===== config.mk =====
export PLATFORM = sky130hd
export DESIGN_NAME = matriz_leds_scan
export DESIGN_NICKNAME = d
export VERILOG_FILES = /design/src/rtl/matriz_leds_scan.sv
export SDC_FILE = /design/constraint.sdc
export NUM_CORES = 1
export LEC_CHECK = 0
export CAP_MARGIN = 40
export CORE_UTILIZATION = 55
export DETAILED_ROUTE_END_ITERATION = 10
export PLACE_DENSITY = 0.84
export SYNTH_ARGS = -nofsm -noshare
export SYNTH_HDL_FRONTEND = slang
export SYNTH_SLANG_ARGS = --single-unit

===== constraint.sdc =====
create_clock -name clk -period 2.49 [get_ports clk]
set_input_delay 0.3735 -clock clk [delete_from_list [all_inputs] [get_ports clk]]
set_output_delay 0.3735 -clock clk [all_outputs]
set_load 0.01 [all_outputs]

===== src/rtl/matriz_leds_scan.sv =====
// matriz_leds_scan: ROWSxCOLS toggle-bit board for the LED puzzle game.
// Latency: a button sampled high at edge N flips the board and bumps jogadas at
// edge N+2. nivel_concluido follows at N+3 and vitoria_pulse at N+4. Row and
// column outputs are registered one cycle behind the scan state.
// Backpressure: none; buttons are sampled every cycle and the scan free-runs.
//
// Ports:
//   clk, rst         system clock, synchronous active-high reset
//   botoes[NBTN]     raw button levels (asynchronous to clk)
//   nivel[3]         current level; any change clears the board and restarts the scan
//   linhas[ROWS]     one-hot row drive, 0 while blanking
//   colunas[COLS]    column data of the driven row, 0 while blanking
//   nivel_concluido  every cell of every active row is lit
//   vitoria_pulse    one-cycle pulse when nivel_concluido rises
//   jogadas[16]      accepted press cycles, saturating at 16'hFFFF

package matriz_leds_scan_pkg;

    // Default region map: button b toggles the whole of row (b mod rows).
    // Sized for the largest legal board (16 buttons x 16 x 16 cells).
    function automatic logic [4095:0] default_region_map(input int nbtn,
                                                         input int rows,
                                                         input int cols);
        logic [4095:0] m;
        m = '0;
        for (int b = 0; b < nbtn; b++) begin
            for (int c = 0; c < cols; c++) begin
                m[b*rows*cols + (b % rows)*cols + c] = 1'b1;
            end
        end
        return m;
    endfunction

endpackage

module matriz_leds_scan #(
    parameter int ROWS  = 8,
    parameter int COLS  = 8,
    parameter int NBTN  = 8,
    parameter int DWELL = 1000,
    parameter int BLANK = 4,
    // Bit (b*ROWS*COLS + r*COLS + c) set: button b toggles cell (r,c).
    parameter REGION_MAP = matriz_leds_scan_pkg::default_region_map(NBTN, ROWS, COLS)
) (
    input  logic            clk,
    input  logic            rst,
    input  logic [NBTN-1:0] botoes,
    input  logic [2:0]      nivel,
    output logic [ROWS-1:0] linhas,
    output logic [COLS-1:0] colunas,
    output logic            nivel_concluido,
    output logic            vitoria_pulse,
    output logic [15:0]     jogadas
);

    localparam int CNT_MAX = (DWELL > BLANK) ? DWELL : BLANK;
    localparam int CW      = $clog2(CNT_MAX + 1);
    localparam int RW      = $clog2(ROWS);

    localparam logic [CW-1:0] DWELL_LAST = CW'(DWELL - 1);
    localparam logic [CW-1:0] BLANK_LAST = (BLANK > 0) ? CW'(BLANK - 1) : '0;

    typedef enum logic {
        ST_DRIVE = 1'b0,
        ST_GAP   = 1'b1
    } scan_state_t;

    // ------------------------------------------------------------------
    // State
    // ------------------------------------------------------------------
    logic [NBTN-1:0]            s1_q, s1_d;
    logic [NBTN-1:0]            s2_q, s2_d;
    logic [NBTN-1:0]            s3_q, s3_d;
    logic [2:0]                 nivel_q, nivel_d;
    logic [ROWS-1:0][COLS-1:0]  board_q, board_d;
    logic [15:0]                jogadas_q, jogadas_d;
    scan_state_t                state_q, state_d;
    logic [RW-1:0]              row_q, row_d;
    logic [CW-1:0]              cnt_q, cnt_d;
    logic [ROWS-1:0]            linhas_q, linhas_d;
    logic [COLS-1:0]            colunas_q, colunas_d;
    logic                       concl_q, concl_d;
    logic                       concl_dly_q, concl_dly_d;
    logic                       vitoria_q, vitoria_d;

    // ------------------------------------------------------------------
    // Combinational helpers
    // ------------------------------------------------------------------
    logic [NBTN-1:0]            press;
    logic                       lvl_chg;
    logic [4:0]                 act_raw;
    logic [4:0]                 act_rows;
    logic [4:0]                 last_row;
    logic [RW-1:0]              next_row;
    logic [ROWS-1:0][COLS-1:0]  toggle;
    logic                       all_on;

    // Button path: two synchroniser stages, a third stage for rising-edge
    // detection. Level tracking against the registered nivel copy.
    always_comb begin
        s1_d    = botoes;
        s2_d    = s1_q;
        s3_d    = s2_q;
        nivel_d = nivel;
        press   = s2_q & ~s3_q;
        lvl_chg = (nivel != nivel_q);
    end

    // Active rows A = min(2*nivel+1, ROWS), taken from the registered level so
    // that scan and completion agree with the board that was cleared for it.
    always_comb begin
        act_raw  = {1'b0, nivel_q, 1'b1};
        act_rows = (act_raw > 5'(ROWS)) ? 5'(ROWS) : act_raw;
        last_row = act_rows - 5'd1;
        next_row = (5'(row_q) >= last_row) ? '0 : row_q + 1'b1;
    end

    // Each cell flips when an odd number of this cycle's presses cover it,
    // so simultaneous presses on overlapping regions cancel out.
    always_comb begin
        toggle = '0;
        for (int b = 0; b < NBTN; b++) begin
            for (int r = 0; r < ROWS; r++) begin
                for (int c = 0; c < COLS; c++) begin
                    toggle[r][c] = toggle[r][c] ^
                                   (press[b] & REGION_MAP[b*ROWS*COLS + r*COLS + c]);
                end
            end
        end
    end

    // Board and move counter. A level change wins over any press landing on
    // the same edge: the board and count are cleared and the press is lost.
    always_comb begin
        board_d   = board_q ^ toggle;
        jogadas_d = jogadas_q;
        if (lvl_chg) begin
            board_d   = '0;
            jogadas_d = '0;
        end else if ((|press) && (jogadas_q != 16'hFFFF)) begin
            jogadas_d = jogadas_q + 16'd1;
        end
    end

    // Completion flag and its rising-edge pulse.
    always_comb begin
        all_on = 1'b1;
        for (int r = 0; r < ROWS; r++) begin
            if ((5'(r) < act_rows) && !(&board_q[r])) begin
                all_on = 1'b0;
            end
        end
        concl_d     = all_on;
        concl_dly_d = concl_q;
        vitoria_d   = concl_q & ~concl_dly_q;
    end

    // Scan sequencer: DWELL cycles on a row, then BLANK dark cycles (skipped
    // entirely when BLANK is 0), then the next active row.
    always_comb begin
        state_d = state_q;
        row_d   = row_q;
        cnt_d   = cnt_q + 1'b1;
        case (state_q)
            ST_DRIVE: begin
                if (cnt_q == DWELL_LAST) begin
                    cnt_d = '0;
                    if (BLANK == 0) begin
                        row_d = next_row;
                    end else begin
                        state_d = ST_GAP;
                    end
                end
            end
            ST_GAP: begin
                if (cnt_q == BLANK_LAST) begin
                    cnt_d   = '0;
                    state_d = ST_DRIVE;
                    row_d   = next_row;
                end
            end
            default: begin
                state_d = ST_DRIVE;
                row_d   = '0;
                cnt_d   = '0;
            end
        endcase
        if (lvl_chg) begin
            state_d = ST_DRIVE;
            row_d   = '0;
            cnt_d   = '0;
        end
    end

    // Outputs are registered from the current scan state, so each scan state
    // appears on the pins exactly one cycle after it is entered. This keeps
    // every dwell and gap at its full length, including the first row after
    // reset or a level change.
    always_comb begin
        linhas_d  = '0;
        colunas_d = '0;
        if (state_q == ST_DRIVE) begin
            linhas_d  = {{(ROWS-1){1'b0}}, 1'b1} << row_q;
            colunas_d = board_q[row_q];
        end
    end

    // ------------------------------------------------------------------
    // Registers
    // ------------------------------------------------------------------
    always_ff @(posedge clk) begin
        if (rst) begin
            s1_q        <= '0;
            s2_q        <= '0;
            s3_q        <= '0;
            // Track the live level during reset so leaving reset is not
            // mistaken for a level change.
            nivel_q     <= nivel;
            board_q     <= '0;
            jogadas_q   <= '0;
            state_q     <= ST_DRIVE;
            row_q       <= '0;
            cnt_q       <= '0;
            linhas_q    <= '0;
            colunas_q   <= '0;
            concl_q     <= 1'b0;
            concl_dly_q <= 1'b0;
            vitoria_q   <= 1'b0;
        end else begin
            s1_q        <= s1_d;
            s2_q        <= s2_d;
            s3_q        <= s3_d;
            nivel_q     <= nivel_d;
            board_q     <= board_d;
            jogadas_q   <= jogadas_d;
            state_q     <= state_d;
            row_q       <= row_d;
            cnt_q       <= cnt_d;
            linhas_q    <= linhas_d;
            colunas_q   <= colunas_d;
            concl_q     <= concl_d;
            concl_dly_q <= concl_dly_d;
            vitoria_q   <= vitoria_d;
        end
    end

    assign linhas          = linhas_q;
    assign colunas         = colunas_q;
    assign nivel_concluido = concl_q;
    assign vitoria_pulse   = vitoria_q;
    assign jogadas         = jogadas_q;

endmodule


==> results by group <==
Worst setup path
  – WP data required: between 2000 and 3000 ps
  – Setup Crit Path Kind: reg2reg
  – Worst setup EP type: flop
  – Slowest stage cell, crit path: or4_2
  – Crit Path Max Fanout: 77
  – Crit path largest cell delay: just over 700 ps
  – Crit path DAT: between 2000 and 3000 ps
  – Critical path cell sequence: xor2_1 > or4_2 > buf_12 > nor3_1 > nand4_1 > o21ai_1
  – Crit path launch type: flop

Drt
  – Drt total wl: around 11 mm
  – Vias per cell: 5.51
  – 1st-pass router iterations: 5
  – Antenna viol nets, final: 0
  – Via count: slightly above 4k
  – DRT iter0 DRCs: 177
  – Average routed wire per standard cell: between 15 and 20 µm
  – DRC violations left: 0

Timing
  – Worst hold slack: 345 ps
  – Fin. max-slew vios: 0
  – Setup Skew: around 8.8 ps
  – RSZ-0062 raised after global routing: false
  – Final Cycle Share: approximately 83%
  – Setup violators final: 0
  – Fmax achieved: between 0.4 and 0.5 GHz
  – Fin. Hold Viols: 0
  – Setup TNS: 0 ps
  – Slew headroom: about 64%
  – Final Critical Period: slightly above 2000 ps
  – Worst-margin pin slew: 534 ps

Status
  – Outcome: finished clean

Synthesis
  – Yosys top cell by area: dfxtp_1
  – Top cells by area, synth: dfxtp_1 (50%), xnor2_1 (10%), mux4_2 (6.4%)
  – Synth Instances: 551
  – Synth top area share: about 50%
  – Post-synthesis cell type count: 41
  – Area of the mapped netlist: between 5000 and 6000 µm²
  – #FFs+latches synth: 140
  – Asr flop ratio synth: 0%
  – Post-synth EDFFs: 0
  – Seq/Total Area, Yosys: between 40 and 50%
  – Syn_area_per_cell: about 10 µm²
  – Post-synthesis net count: about 570
  – Ys flop type: dfxtp_1
  – Synth warnings: 0

Floorplanning
  – Starting density of the core: 57.2%
  – Core Rows: 36
  – Floorplan core area: roughly 9900 µm²
  – Die height: between 100 and 150 µm
  – Die area: approximately 11000 µm²
  – Die width: between 100 and 150 µm
  – Top-level I/O count: 47

Place
  – I/O Buffers: between 40 and 50
  – HPWL Detailed: slightly below 8 mm
  – GP Congestion: around 0.8

Power and ir drop
  – Static Leak: between 2 and 2.5 nW
  – Sw Share: just over 20%
  – Clk network pwr share: about half
  – Tot Pwr: slightly below 5 mW
  – Switching power total: between 1 and 1.5 mW
  – Pwr dens: 715 nW/µm²
  – Seq pwr share: 47.1%
  – VDD IR max: ~650 µV
  – Comb power frac: between 4 and 5%
  – P_int: around 3.9 mW

Clock network
  – # H-tree levels: 4
  – CTS buffer count: 17
  – CTS root buf: clkbuf_8
  – Setup bufs post-CTS: 0
  – CTS tree: built
  – Latest clock arrival within the worst-skew pair: 530 ps
  – Maximum clock path buffer count: 2
  – CTS resizes: 0
  – Clk slew on worst S/H paths: about 60 ps
  – Clk sinks: 140
  – # hold bufs at CTS: 0

Run
  – Max Cap Viol: 0

GRT
  – First-pass GRT wire length: between 15 and 20 mm
  – Number of global-route vias before repair: approximately 3.8k
  – GRT overflow: 0
  – Largest net degree at the start of global routing: 78
  – Initial antenna violation count: 0
  – GR Util All Layers: between 20% and 30%

Hold path
  – Worst min path class: in2reg

Finish
  – Final layout net count: between 600 and 700
  – Share of layout cells above drive strength 1: 11.6%
  – Diode count: 0
  – Area grow syn2layout: 20.6%
  – Fillers: 680
[power groups by stage]
stage / clock [mW] / sequential (mW) / combinational (mW)
2_1_floorplan: 0 / 2.33 / 0.146
3_3_place_gp: 0 / 2.34 / 0.198
3_5_place_dp: 0 / 2.34 / 0.206
4_1_cts: 2.41 / 2.29 / 0.209
5_1_grt: 2.50 / 2.29 / 0.227
6_report: 2.37 / 2.29 / 0.208
[through the flow]
stage / utilization (%) / instance area, µm² / cells / setup slack [ps]
2_1_floorplan: - / 5640 / 551 / 336
5_1_grt: 69.0 / 6810 / 747 / 345
6_report: 69.0 / 6810 / 747 / 423
3_3_place_gp: 63.3 / 6240 / 715 / 161
4_1_cts: 69.0 / 6810 / 747 / 425
3_5_place_dp: 63.3 / 6240 / 715 / 68.6
[path summary, 6_finish.rpt]
check	start	end	slack (ps)	cells after the start
hold / removal	nivel[2]	nivel_q[2]$_DFF_P_	350	1
setup / recovery	nivel_q[2]$_DFF_P_	row_q[2]$_SDFFE_PP0P_	420	6
hold reg to reg	concl_dly_q$_SDFF_PP0_	vitoria_pulse$_SDFF_PP0_	380	1
setup reg to reg	nivel_q[2]$_DFF_P_	row_q[2]$_SDFFE_PP0P_	420	6
[sequential cells by signal, summed over array words and instances (netlist names)]
name	count
state_q	1
cnt_q	10
row_q	3
concl_dly_q	1
nivel_q	3
vitoria_pulse	1
colunas	8
jogadas	16
s3_q	8
s1_q	8
s2_q	8
linhas	8
board_q	64
nivel_concluido	1
[synthesized netlist by cell type, types with 10 or more instances]
library cell / instances
dfxtp_1: 140
nor2_1: 81
xnor2_1: 66
nor2b_1: 34
nand3_1: 20
nand4_1: 20
mux4_2: 16
a21oi_1: 15
clkbuf_1: 15
nand2_1: 15
and2_1: 11
buf_4: 10
or4_1: 10
[placed cells by master, fill, tap and decap left out, types with 8 or more instances in the layout]
cell type        synthesis  layout
a21oi_1                 15      15
a22o_1                   8       8
and2_1                  11      11
buf_4                   10      18
clkbuf_16                0      16
clkdlybuf4s50_1          0      46
dfxtp_1                140     140
ha_1                     9       9
inv_1                    8       8
mux4_2                  16      16
nand2_1                 15      15
nand3_1                 20      20
nand4_1                 20      20
nor2_1                  81      81
nor2b_1                 34      34
or4_1                   10       9
xnor2_1                 66      66
xor2_1                   9       9
[layout make-up]
class / instances / area (µm²) / share of cell area (%)
Sequential cell: 140 / 2800 / 41.2
Clock buffer: 24 / 470 / 6.91
Timing Repair Buffer: 65 / 616 / 9.05
Tap cell: 133 / 166 / 2.45
Inverter: 8 / 30.0 / 0.441
Multi-Input combinational cell: 369 / 2630 / 38.6
Clock inverter: 8 / 90.1 / 1.32
[logic make-up after synthesis]
group           share of synthesized area [%]
fa+ha+maj                                2.00
mux                                      7.09
buf+inv                                  3.88
simple gates                             20.7
xor+xnor                                 11.6
compound gates                           5.01
flops                                    49.7
[per-layer routing]
metal | vias to the layer above | track usage [%] | share of wire, %
li1 | 1983 | - | -
met1 | 1959 | 27.2 | 42
met2 | 147 | 38.6 | 50
met3 | 26 | 6.72 | 5.6
met4 | 0 | 10.4 | 2.4
met5 | - | 0 | 0
[critical path: cells and delay by family, from the launching register on]
kind	cells	cell delay (ps)
XOR/XNOR	1	200
flip-flops	1	370
AO/OA/AOI/OAI	1	100
AND/OR/NAND/NOR	3	1070
buffers and inverters	1	230
No activity file was read; power rests on OpenSTA's default activity.
